--- src/rtl/psu_pchinfo_buffer.sv ---
// Patch-info buffer between the patch-info producer and the PSU.
// Holds entries until a whole instruction is stored, then releases them first-word fall-through.
module psu_pchinfo_buffer #(
  parameter int PCHINFO_W = 40,
  parameter int OPCODE_W  = 6,
  parameter int DEPTH     = 16,
  parameter int SKID      = 2,
  parameter int CNT_W     = $clog2(DEPTH) + 1
) (
  input  logic                 clk,
  input  logic                 rst,
  input  logic                 in_valid,
  input  logic [PCHINFO_W-1:0] in_pchinfo,
  input  logic [OPCODE_W-1:0]  in_opcode,
  input  logic                 in_last,
  output logic                 stall_out,
  output logic                 out_valid,
  input  logic                 out_ready,
  output logic [PCHINFO_W-1:0] out_pchinfo,
  output logic [OPCODE_W-1:0]  out_opcode,
  output logic                 out_last,
  output logic [CNT_W-1:0]     occupancy,
  output logic [CNT_W-1:0]     instr_cnt,
  output logic                 overflow_err
);

  localparam int PTR_W = $clog2(DEPTH);

  logic [PCHINFO_W-1:0] mem_pchinfo [DEPTH];
  logic [OPCODE_W-1:0]  mem_opcode  [DEPTH];
  logic [DEPTH-1:0]     mem_last;

  logic [PTR_W-1:0] wr_ptr;
  logic [PTR_W-1:0] rd_ptr;
  logic [CNT_W-1:0] count;
  logic [CNT_W-1:0] instr_q;
  logic             stall_q;
  logic             overflow_q;

  logic             has_data;
  logic             push;
  logic             pop;
  logic             drop;
  logic             instr_inc;
  logic             instr_dec;
  logic [CNT_W-1:0] count_next;
  logic [CNT_W-1:0] instr_next;
  logic             stall_next;
  logic             overflow_next;

  // Outputs read 0 while empty so stale storage never leaks out after reset.
  assign has_data    = (count != '0);
  assign out_valid   = has_data && (instr_q != '0);
  assign out_pchinfo = has_data ? mem_pchinfo[rd_ptr] : '0;
  assign out_opcode  = has_data ? mem_opcode[rd_ptr] : '0;
  assign out_last    = has_data ? mem_last[rd_ptr] : 1'b0;

  assign pop       = out_valid && out_ready;
  assign push      = in_valid && ((count < CNT_W'(DEPTH)) || pop);
  assign drop      = in_valid && !push;
  assign instr_inc = push && in_last;
  assign instr_dec = pop && out_last;

  always_comb begin
    count_next = count;
    instr_next = instr_q;
    case ({push, pop})
      2'b10:   count_next = count + CNT_W'(1);
      2'b01:   count_next = count - CNT_W'(1);
      default: count_next = count;
    endcase
    case ({instr_inc, instr_dec})
      2'b10:   instr_next = instr_q + CNT_W'(1);
      2'b01:   instr_next = instr_q - CNT_W'(1);
      default: instr_next = instr_q;
    endcase
  end

  // A full buffer with no complete instruction can never drain, so flag it as an error.
  assign stall_next    = (count_next >= CNT_W'(DEPTH - SKID));
  assign overflow_next = overflow_q || drop ||
                         ((count_next == CNT_W'(DEPTH)) && (instr_next == '0));

  always_ff @(posedge clk) begin
    if (rst) begin
      wr_ptr     <= '0;
      rd_ptr     <= '0;
      count      <= '0;
      instr_q    <= '0;
      stall_q    <= 1'b0;
      overflow_q <= 1'b0;
    end else begin
      if (push) wr_ptr <= wr_ptr + PTR_W'(1);
      if (pop)  rd_ptr <= rd_ptr + PTR_W'(1);
      count      <= count_next;
      instr_q    <= instr_next;
      stall_q    <= stall_next;
      overflow_q <= overflow_next;
    end
  end

  always_ff @(posedge clk) begin
    if (push && !rst) begin
      mem_pchinfo[wr_ptr] <= in_pchinfo;
      mem_opcode[wr_ptr]  <= in_opcode;
      mem_last[wr_ptr]    <= in_last;
    end
  end

  assign stall_out    = stall_q;
  assign occupancy    = count;
  assign instr_cnt    = instr_q;
  assign overflow_err = overflow_q;

endmodule

--- config.mk ---
export PLATFORM = sky130hd
export DESIGN_NAME = psu_pchinfo_buffer
export DESIGN_NICKNAME = d
export VERILOG_FILES = /design/src/rtl/psu_pchinfo_buffer.sv
export SDC_FILE = /design/constraint.sdc
export NUM_CORES = 1
export LEC_CHECK = 0
export CAP_MARGIN = 15
export CORE_MARGIN = 2
export CORE_UTILIZATION = 40
export CTS_CLUSTER_SIZE = 25
export DETAILED_ROUTE_END_ITERATION = 10
export MAX_ROUTING_LAYER = met4
export PLACE_DENSITY = 0.62
export SETUP_SLACK_MARGIN = 0.15
export SKIP_LAST_GASP = 1
export SYNTH_ARGS = -nofsm -noshare
export SYNTH_HDL_FRONTEND = slang
export SYNTH_SLANG_ARGS = --single-unit
--- constraint.sdc ---
create_clock -name clk -period 10.24 [get_ports clk]
set_input_delay 3.072 -clock clk [delete_from_list [all_inputs] [get_ports clk]]
set_output_delay 3.072 -clock clk [all_outputs]
set_load 0.02 [all_outputs]
# == Word-level counts from Yosys, hierarchy flattened ==
# Memories as Yosys holds them, arrays and structs flattened. A register that Yosys moved wholly into a read port is not among the register bits.
# Index checks and enable logic that the tools add are counted.
# word_totals
ff_bits,36
latchBits,0
ramBits,736
romBits,0
elab_cells,58
mem_count,2
# memory_table
name,depth,word_bits,rd,rd_ports_with_merged_regs,wr,line_no,rtl
mem_pchinfo,16,40,1,1,1,29,logic [PCHINFO_W-1:0] mem_pchinfo [DEPTH];
mem_opcode,16,6,1,1,1,30,logic [OPCODE_W-1:0] mem_opcode [DEPTH];
# op_classes
addsub,6
multipliers,0
div_mod_pow,0
order_cmp,5
eq_ne,5
n_shift,0
muxes,16
bitwise,0
reduce_logical,17
# ops
op,n
$mux 40,1
$pmux 5 s2,2
$bwmux 16,1
$mux 4,4
$add 5x1->5 const B,2
$lt 4x5->1 const B,2
$reduce_bool 5->1,2
$sub 5x1->5 const B,2
$logic_and 1x1->1,9
$add 4x1->4 const B,2
$mux 6,1
$eq 5x5->1 const B,1
$ge 5x4->1 const B,1
$logic_not 5->1,1
$lt 5x5->1 const B,1
$mux 1,5
$bmux 1 s4,1
$demux 1 s4,1
$eq 2x1->1 const B,2
$eq 2x2->1 const B,2
$ge 4x1->1 const B,1
$logic_or 1x1->1,3
$logic_not 1->1,2

# == Depth between registers and ports, before layout ==
# Gate-level depths: netlist of run 1.
# depth
depth_word,11
mapped_depth,14

# == Worst setup path after synthesis of run 1 ==
# No wires, ideal clock.
# synth_path
path_kind,input to register
from,input port out_ready
to,register mem_last[0] (enable)
arrival_time_ps,8222
required_time_ps,9672
setup_slack_ps,1450
path_stages,4
n_path_buf,0
path_cell_list,o221ai_4 > a21boi_2 > inv_2 > nor4_1
# synth_via
elab_chain_len,4
# synth_lines
element,line_no,rtl
from (decl),18,"input logic out_ready,"
$logic_and 1x1->1,58,assign pop = out_valid && out_ready;
$logic_or 1x1->1,59,assign push = in_valid && ((count < CNT_W'(DEPTH)) || pop);
$logic_and 1x1->1,59,
$logic_and 1x1->1,103,if (push && !rst) begin
"to (signal, indexed assignment)",106,mem_last[wr_ptr] <= in_last;
to (decl),31,logic [DEPTH-1:0] mem_last;
# Every way passes these cells.
# A chain may end at the register's enable or synchronous reset.

==> summary.txt, run 1 <==
Timing
  – Max Clk Rate: between 0.1 and 0.15 GHz
  – Period minus WS final: between 7000 and 8000 ps
  – Fin crit share: 0.708
  – Slew headroom: 0.290
  – Clock skew: 28.8 ps
  – Setup TNS: 0 ps
  – WHS: roughly 530 ps
  – Slew @ Worst Pin: ~1100 ps
  – Final hold viol count: 0
  – Slew Viols, Final: 0
  – # setup viols final: 0
  – RSZ-0062 raised after global routing: false

Clock network
  – Post-CTS resize count: 0
  – Clock transition at path regs: 60 ps
  – Post-CTS Setup Repair Bufs: 0
  – CTS Buf Count: 80
  – Bufs on Longest Clock Path: 3
  – Sink Count: roughly 780
  – Worst-Skew Late Latency: around 630 ps
  – H-Tree Depth: 3
  – CTS root buffer: clkbuf_16
  – CTS tree: yes
  – CTS Hold Buffers Added: 0

Global route
  – Largest net degree at the start of global routing: ~130
  – Tot GR Track Use: 0.177
  – GR Overflow Total: 0
  – First-pass GRT wire length: ~96 mm
  – Vias in the first global route: around 14k
  – Antenna violations before repair: 5

Min path
  – WHS Path Cells: 2
  – Min-delay worst type: reg2reg
  – Hold Crit Start: rd_ptr[3]

Synthesis
  – Number of synthesized flops with an enable pin: roughly 750
  – Synth area leaders: edfxtp_1, mux4_2, dfxtp_1
  – Seq/Total Area, Yosys: 0.770
  – Synth top area share: 0.754
  – #FFs+latches synth: a little under 800
  – Yosys warning count: 0
  – Synth Cell Area: roughly 0.03 mm^2
  – Synth area leader: edfxtp_1
  – Synth cell types: between 40 and 50
  – Avg Cell Area, Syn: 23.5 um^2
  – Synth top cells by count: edfxtp_1, mux4_2, nor2b_1
  – Post-synth top flop: edfxtp_1
  – Most frequent cell after synthesis: edfxtp_1
  – Cells after Synth: around 1.3k
  – Synth async-reset ratio: 0
  – Mapped Nets: 1,337

Place
  – Gpl congestion: just over 0.7
  – Placed cells: around 2.3k
  – Buffers on Ports: 110
  – Detailed placement HPWL: 30.7 mm
  – Dpl cell area: between 0.03 and 0.04 mm^2

Layout
  – Final Cell Area: between 0.03 and 0.04 mm^2
  – Total Nets Final: 1,484
  – Layout area overhead: 16.1%
  – Non-Filler Instances: ~2.5k
  – Layout cell share with drive strength beyond 1: 0.263

Setup path
  – Worst EP arrival: 4180 ps
  – Reg2reg end: overflow_err
  – Startpoint types: register
  – Worst EP required: approximately 7200 ps
  – R2R setup slack: ~6500 ps
  – Reg2reg start: rd_ptr[0]
  – Maximum fanout along the worst path: ~130
  – Reg2Reg Depth: 10
  – Crit Path Class: reg2out
  – CP Capture Type: output pin

Floorplanning
  – Core box area: 0.0743 mm^2
  – DIE WIDTH: 278 um
  – I/O pins: 111
  – Die Span Y: roughly 280 um
  – Initial cell density of the core: 0.403
  – Die ar.: between 0.07 and 0.08 mm^2
  – Row cnt: 100

Route
  – Met3 Routed Length: between 3 and 4 mm
  – Wl on met1: 26.8 mm
  – DR WL/cell: ~27 um
  – Total Wirelength: 65.5 mm
  – Max layer used: met4
  – DR pass1 iterations: 5
  – Total vias in the final route: between 10k and 15k
  – DRC errors left: 0
  – Vias per inst: 5.54
  – 1st-iter DRT viols: between 1k and 1.5k
  – Detail Route Antenna Nets: 0
  – Met2 Wirelength: around 34 mm

Pwr
  – Power per cell area: just under 200 mW/mm^2
  – VDD IR-drop max: roughly 0.13 mV
  – Leakage power: approximately 0.010 uW

Status
  – Status: complete, no violations

Run
  – MaxCap Viol Count: 0
[how the worst max path moves through the flow]
stage	endpoint	startpoint	cells after the start
global route	out_pchinfo[12]	register	5
finish	out_opcode[4]	register	5
detailed placement	out_pchinfo[12]	register	5
CTS	out_pchinfo[12]	register	5
global placement	out_pchinfo[0]	register	5
floorplan	mem_last[0]	out_ready	4
[critical path, stage by stage (launching register included)]
cell and delay (ps):
dfxtp_4 940, buf_12 530, mux4_2 420, mux4_2 540, nor2b_1 160, clkdlybuf4s50_1 610
[layout by cell type, fill, tap and decap left out, types with 2 or more instances in the layout]
master           instances
a2111oi_0                2
a21o_1                   3
a21oi_1                 11
buf_12                   3
buf_4                   19
bufinv_16                6
clkbuf_1                18
clkbuf_16               81
clkdlybuf4s50_1        110
clkinv_1                17
clkinv_2                10
clkinv_4                 2
clkinv_8                 2
dfxtp_1                 20
dfxtp_4                  3
diode_2                  3
edfxtp_1               752
ha_1                    12
inv_1                    6
inv_6                    4
mux2i_1                  5
mux4_2                 235
nand2_1                 10
nand3_1                  4
nand3b_1                 3
nor2_1                  26
nor2_4                  13
nor2b_1                 51
nor3_1                   3
nor4_2                   4
nor4b_1                  2
o21ai_0                  4
or3_1                    2
xnor2_1                  4
xor2_1                   6
[report_power, final]
group | total (uW) | internal, uW | switching [uW]
clock | 2790 | 1610 | 1180
sequential | 3540 | 3510 | 27.2
combinational | 539 | 247 | 293
total | 6870 | 5370 | 1500
[through the flow]
step,util,power (uW),setup slack [ps]
finish,0.468,6870,2990
global route,0.468,7090,2730
CTS,0.468,6950,2860
detailed placement,0.434,4160,3540
global placement,0.434,4150,3530
floorplan,-,3910,1450
[cell families after synthesis]
group / Yosys count / share of synthesized area
XOR/XNOR: 10 / 0.00292
flip-flops: 776 / 0.770
adder cells (fa/ha/maj): 13 / 0.00568
AO/OA/AOI/OAI: 33 / 0.00831
multiplexers: 241 / 0.179
buffers and inverters: 74 / 0.0117
AND/OR/NAND/NOR: 126 / 0.0226
[final cells by class]
cell class	count	area [um^2]
fillers	6079	39500
flip-flops and latches	776	23100
multi-input cells	423	6660
clock buffers	99	2090
repair buffers	132	1300
well taps	969	1210
clock inverters	43	407
inverters	7	26.3
diodes	3	7.51
[state kept, by name (all words and copies together), names as in the netlist, 4 cells and up, named ones only]
register     count
instr_cnt        5
mem_pchinfo    640
rd_ptr           4
mem_opcode      96
occupancy        5
wr_ptr           4
mem_last        16
[metal layers]
metal / vias to the layer above / global-route usage
met4: 0 / 0.0488
met2: 386 / 0.292
met1: 7377 / 0.228
met5: - / -
met3: 100 / 0.0291
li1: 5716 / -
No activity file was read; power rests on OpenSTA's default activity.
==> inputs of run 2 (changes only) <==
==> constraint.sdc (replaced) <==
create_clock -name clk -period 7.3 [get_ports clk]
set_input_delay 2.19 -clock clk [delete_from_list [all_inputs] [get_ports clk]]
set_output_delay 2.19 -clock clk [all_outputs]
set_load 0.02 [all_outputs]
==> run 2 against run 1 <==
Against the previous run: worst hold slack worse by 8.1 ps; sequential power is 40% higher; non-clock buffer count is 16 higher; first-iteration DRC count is 1.2% higher.
==> summary.txt, run 2 (same netlist as run 1, synthesis figures left out) <==
Pwr
  – Leakage power: 0.0106 uW (was 0.0105 uW)
  – Power per cell area: 275 mW/mm^2 (was 197 mW/mm^2)
  – VDD IR-drop max: 0.165 mV (was 0.135 mV)

Global route
  – First-pass GRT wire length: 95.2 mm (was 96.4 mm)
  – GR Overflow Total: 0 (unchanged)
  – Vias in the first global route: 14.2k (was 14.4k)
  – Largest net degree at the start of global routing: 77 (was 127)
  – Tot GR Track Use: 0.173 (was 0.177)
  – Antenna violations before repair: 4 (was 5)

Clock network
  – CTS root buffer: clkbuf_16 (unchanged)
  – CTS Buf Count: 76 (was 80)
  – Post-CTS Setup Repair Bufs: 0 (unchanged)
  – Worst-Skew Late Latency: 610 ps (was 630 ps)
  – Sink Count: 776 (unchanged)
  – H-Tree Depth: 3 (unchanged)
  – Bufs on Longest Clock Path: 3 (unchanged)
  – CTS tree: yes (unchanged)
  – Clock transition at path regs: 60 ps (about the same)
  – Post-CTS resize count: 0 (unchanged)
  – CTS Hold Buffers Added: 0 (unchanged)

Layout
  – Largest registers: mem_pchinfo: 640 flops, mem_opcode: 96 flops, mem_last: 16 flops (unchanged)
  – Most frequent cells in the layout: edfxtp_1, mux4_2, clkdlybuf4s50_1, clkbuf_16, nor2b_1 (unchanged)
  – Layout cell share with drive strength beyond 1: 0.274 (was 0.263)
  – Total Nets Final: 1,496 (was 1,484)
  – Layout area overhead: 16.8% (was 16.1%)
  – Max reg flops: 640 (unchanged)
  – Fin util: 0.471 (was 0.468)
  – Most flops, register: mem_pchinfo (unchanged)
  – Most common cell after layout, fill and taps aside: edfxtp_1 (unchanged)

Timing
  – RSZ-0062 raised after global routing: false (unchanged)
  – Fin crit share: 0.831
  – Slew Viols, Final: 0 (unchanged)
  – WHS: 521 ps (was 529 ps)
  – Slew @ Worst Pin: 1060 ps (about the same)
  – Clock skew: 15.3 ps (was 28.8 ps)
  – # setup viols final: 0 (unchanged)
  – Max Clk Rate: about 0.16 GHz
  – Final hold viol count: 0 (unchanged)
  – Slew headroom: 0.294 (was 0.290)
  – Period minus WS final: between 6000 and 7000 ps

Setup path
  – Crit Path Class: reg2out (unchanged)
  – Worst EP arrival: 3880 ps (was 4180 ps)
  – R2R setup slack: 3430 ps (was 6450 ps)
  – Critical Path Most Common Cell: mux4_2 (unchanged)
  – Buf/Inv on CP: 2 (unchanged)
  – Critical-path top delay cell: dfxtp_4 (unchanged)
  – CP Capture Type: output pin (unchanged)
  – Maximum fanout along the worst path: 37 (was 126)
  – CP Cell Sequence: buf_4 > mux4_2 > mux4_2 > nor2b_1 > clkdlybuf4s50_1 (was buf_12 > mux4_2 > mux4_2 > nor2b_1 > clkdlybuf4s50_1)
  – Crit-path leading delay family: buffers and inverters (unchanged)
  – Worst EP required: 5110 ps (was 7170 ps)
  – Startpoint types: register (unchanged)
  – Worst path max stage delay: 860 ps (was 940 ps)

Floorplanning
  – Row cnt: 100 (unchanged)
  – I/O pins: 111 (unchanged)
  – Initial cell density of the core: 0.403 (unchanged)
  – Core box area: 0.0743 mm^2 (unchanged)
  – DIE WIDTH: 278 um (unchanged)
  – Die ar.: 0.0771 mm^2 (unchanged)
  – Die Span Y: 278 um (unchanged)

Route
  – Total Wirelength: 63.9 mm (was 65.5 mm)
  – Detail Route Antenna Nets: 0 (unchanged)
  – Total vias in the final route: 13.5k (was 13.6k)
  – DR WL/cell: 25.9 um (was 26.7 um)
  – Vias per inst: 5.49 (was 5.54)
  – 1st-iter DRT viols: 1,181 (was 1,167)
  – DRC errors left: 0 (unchanged)
  – DR pass1 iterations: 7 (was 5)

Place
  – Gpl congestion: 0.708 (was 0.705)
  – Detailed placement HPWL: 35.4 mm (was 30.7 mm)
  – Buffers on Ports: 110 (unchanged)

Status
  – Status: complete, no violations (unchanged)

Run
  – MaxCap Viol Count: 0 (unchanged)

Min path
  – Min-delay worst type: reg2reg (unchanged)
run 2: changes by cell type in the layout (fill, tap and decap cells not counted), sizes merged:
cell | before | now
inv | 12 | 10
bufinv | 6 | 8
clkinv | 31 | 32
buf | 22 | 38
clkinvlp | 1 | 2
clkbuf | 99 | 93
run 2: metrics by stage:
step                      area [um^2]  TNS (ps)  power [uW]  setup WS [ps]  cells
after CTS                       35000         0        9710           1050   2460
after global placement          32500         0        5820           1720   2322
after global routing            35000         0        9940            991   2464
after floorplan                 29900   -114340        5490           -608   1273
final                           35000         0        9620           1230   2464
after detailed placement        32500         0        5830           1710   2322
run 2: worst paths after layout:
kind,to,cells after the start,from
hold / removal,register,2,rd_ptr[3]
setup reg to reg,overflow_err,10,rd_ptr[0]
hold reg to reg,register,2,rd_ptr[3]
setup / recovery,out_opcode[1],5,register
run 2: report_power, final:
part,switching (uW),internal [uW]
Sequential,34.4,4920
Combinational,411,361
Clock,1620,2270
run 2: area by class of cell:
type	count	area, um^2
fillers	6056	39300
flip-flops and latches	776	23100
multi-input cells	423	6660
clock buffers	93	2030
repair buffers	148	1540
well taps	969	1210
clock inverters	45	450
inverters	7	26.3
diodes	3	7.51
run 2: layer usage:
metal	routed length [um]	vias up	share of wire	track usage
met5	0	-	0	-
li1	-	5746	-	-
met4	949	0	0.015	0.0409
met1	27100	7353	0.42	0.229
met2	32700	360	0.51	0.286
met3	3100	72	0.049	0.0266
run 2: worst reg2reg max path: stages, from the launching register on:
cell       delay (ps)
dfxtp_1           580
mux4_2            580
mux4_2            540
nor2b_1           170
ha_1              300
ha_1              410
nor2_1             90
a221o_1           350
a311oi_1          370
o2111ai_1         180
o31ai_1           220
==> inputs of run 3 (changes only) <==
==> constraint.sdc (replaced) <==
create_clock -name clk -period 5.6 [get_ports clk]
set_input_delay 1.68 -clock clk [delete_from_list [all_inputs] [get_ports clk]]
set_output_delay 1.68 -clock clk [all_outputs]
set_load 0.02 [all_outputs]
==> run 3 against run 2 <==
Against the previous run: clock skew grew 7.4 ps; core utilization increased by 0.37 points; first-iteration DRC count rose by 16%; final cell count grew 0.32%; critical path depth is the same; sequential share of layout area is 0.51 points lower; via count down 0.49%; critical path type unchanged; largest cell class unchanged.
==> summary.txt, run 3 (same netlist as run 1, synthesis figures left out) <==
Pwr
  – Power per cell area: 352 mW/mm^2 (was 275 mW/mm^2)
  – VDD IR-drop max: 0.214 mV (was 0.165 mV)
  – P_sw: 2690 uW (was 2060 uW)
  – Leakage power: 0.0106 uW (about the same)
  – Net Sw Frac: 0.216 (was 0.215)
  – Clock share of power: 0.396 (was 0.404)
  – Internal power: 9720 uW (was 7550 uW)
  – Logic pwr share: 0.083 (was 0.080)
  – Part of the power in registers: 0.521 (was 0.516)
  – Overall power: 12,400 uW (was 9620 uW)

Timing
  – Slew @ Worst Pin: 757 ps (was 1060 ps)
  – RSZ-0062 raised after global routing: false (unchanged)
  – Max Clk Rate: a little under 0.2 GHz
  – Slew headroom: 0.494 (was 0.294)
  – Setup TNS: 0 ps (unchanged)
  – Period minus WS final: slightly above 5000 ps
  – Clock skew: 22.7 ps (was 15.3 ps)
  – Fin crit share: 0.915
  – Slew Viols, Final: 0 (unchanged)
  – Final hold viol count: 0 (unchanged)
  – # setup viols final: 0 (unchanged)

Layout
  – Most common cell after layout, fill and taps aside: edfxtp_1 (unchanged)
  – Fin util: 0.475 (was 0.471)
  – Max reg flops: 640 (unchanged)
  – Most flops, register: mem_pchinfo (unchanged)
  – Layout cell share with drive strength beyond 1: 0.270 (was 0.274)
  – Largest registers: mem_pchinfo: 640 flops, mem_opcode: 96 flops, mem_last: 16 flops (unchanged)
  – Most frequent cells in the layout: edfxtp_1, mux4_2, clkdlybuf4s50_1, clkbuf_16, nor2b_1 (unchanged)
  – Layout area overhead: 17.8% (was 16.8%)
  – Non-Filler Instances: 2,472 (was 2,464)
  – Total Nets Final: 1,505 (was 1,496)

Floorplanning
  – Die ar.: 0.0771 mm^2 (unchanged)
  – I/O pins: 111 (unchanged)
  – Initial cell density of the core: 0.403 (unchanged)
  – DIE WIDTH: 278 um (unchanged)
  – Row cnt: 100 (unchanged)
  – Core box area: 0.0743 mm^2 (unchanged)
  – Die Span Y: 278 um (unchanged)

Global route
  – Tot GR Track Use: 0.176 (was 0.173)
  – GR Overflow Total: 0 (unchanged)
  – Vias in the first global route: 14.3k (was 14.2k)
  – Antenna violations before repair: 6 (was 4)
  – Largest net degree at the start of global routing: 52 (was 77)
  – First-pass GRT wire length: 96.1 mm (was 95.2 mm)

Setup path
  – Reg2reg start: rd_ptr[0] (unchanged)
  – CP Capture Type: output pin (unchanged)
  – Worst EP required: 3920 ps (was 5110 ps)
  – Maximum fanout along the worst path: 36 (was 37)
  – Startpoint types: register (unchanged)
  – Critical-path top delay cell: dfxtp_4 (unchanged)
  – Worst path max stage delay: 700 ps (was 860 ps)
  – Crit-path leading delay family: multiplexers (was buffers and inverters)
  – CP Cell Sequence: buf_12 > mux4_2 > mux4_2 > nor2b_1 > clkdlybuf4s50_1 (was buf_4 > mux4_2 > mux4_2 > nor2b_1 > clkdlybuf4s50_1)
  – Buf/Inv on CP: 2 (unchanged)
  – Worst EP arrival: 3440 ps (was 3880 ps)
  – Crit Path Class: reg2out (unchanged)
  – Critical Path Most Common Cell: mux4_2 (unchanged)

Clock network
  – H-Tree Depth: 3 (unchanged)
  – Post-CTS resize count: 0 (unchanged)
  – Clock transition at path regs: 60 ps (about the same)
  – CTS root buffer: clkbuf_16 (unchanged)
  – CTS Buf Count: 77 (was 76)
  – Worst-Skew Late Latency: 620 ps (was 610 ps)
  – CTS tree: yes (unchanged)
  – CTS Hold Buffers Added: 0 (unchanged)
  – Post-CTS Setup Repair Bufs: 0 (unchanged)
  – Bufs on Longest Clock Path: 3 (unchanged)
  – Sink Count: 776 (unchanged)

Route
  – DRC errors left: 0 (unchanged)
  – Total Wirelength: 65.1 mm (was 63.9 mm)
  – Total vias in the final route: 13.5k (about the same)
  – 1st-iter DRT viols: 1,365 (was 1,181)
  – DR pass1 iterations: 5 (was 7)
  – Vias per inst: 5.45 (was 5.49)
  – DR WL/cell: 26.3 um (was 25.9 um)
  – Detail Route Antenna Nets: 0 (unchanged)

Place
  – Placed cells: 2,331 (was 2,322)
  – Gpl congestion: 0.743 (was 0.708)
  – Buffers on Ports: 110 (unchanged)
  – Detailed placement HPWL: 35.0 mm (was 35.4 mm)

Status
  – Status: complete, no violations (unchanged)

Min path
  – Hold Crit Start: overflow_err (was rd_ptr[3])
  – Min-delay worst type: reg2reg (unchanged)

Run
  – MaxCap Viol Count: 0 (unchanged)
-- run 3: cell types whose count changed in the layout (fill, tap and decap cells not counted), moves of 2 or more --
cell,delta
clkbuf_8,-2
clkinv_1,+3
clkinv_2,-5
buf_12,+25
buf_4,-17
clkbuf_1,+7
bufinv_16,-3
diode_2,+3
clkinvlp_4,-2
-- run 3: routing by layer --
layer	vias to the layer above	track usage	routed length, um	part of all wire
met1	7265	0.220	26500	0.41
met3	83	0.0286	3270	0.050
met4	0	0.0516	1390	0.021
met5	-	-	0	0
li1	5762	-	-	-
met2	355	0.297	33900	0.52
-- run 3: tightest hold or removal path: cells and delay by family, from the launching register on --
family | cells | cell delay, ps
DFF | 1 | 340
AOI/OAI and AO/OA | 2 | 160
-- run 3: power by group through the flow --
stage	sequential [uW]	combinational [uW]	clock, uW
6_report	6460	1030	4920
5_1_grt	6460	1100	5260
4_1_cts	6460	1060	5030
3_5_place_dp	6580	1050	0
3_3_place_gp	6580	1040	0
2_1_floorplan	6570	582	0
-- run 3: cell type report --
type,count,area (um^2)
timing repair buffer,156,1910
antenna,6,15.0
multi-input combinational,423,6660
inverter,7,26.3
sequential,776,23100
clock inverter,36,318
fill,6032,39100
clock buffer,99,2050
tap,969,1210
-- run 3: final timing paths --
kind,endpoint,slack [ps],cells after the start
hold reg to reg,overflow_err,530,2
setup / recovery,out_pchinfo[6],480,5
setup reg to reg,overflow_err,1770,10
hold / removal,overflow_err,530,2
-- run 3: stage by stage --
step                setup slack [ps]  hold WS, ps  area (um^2)
floorplan                      -1800          477        29900
global placement                 728          504        32900
detailed placement               673          520        32900
CTS                              372          537        35300
global route                     313          579        35300
finish                           475          531        35300
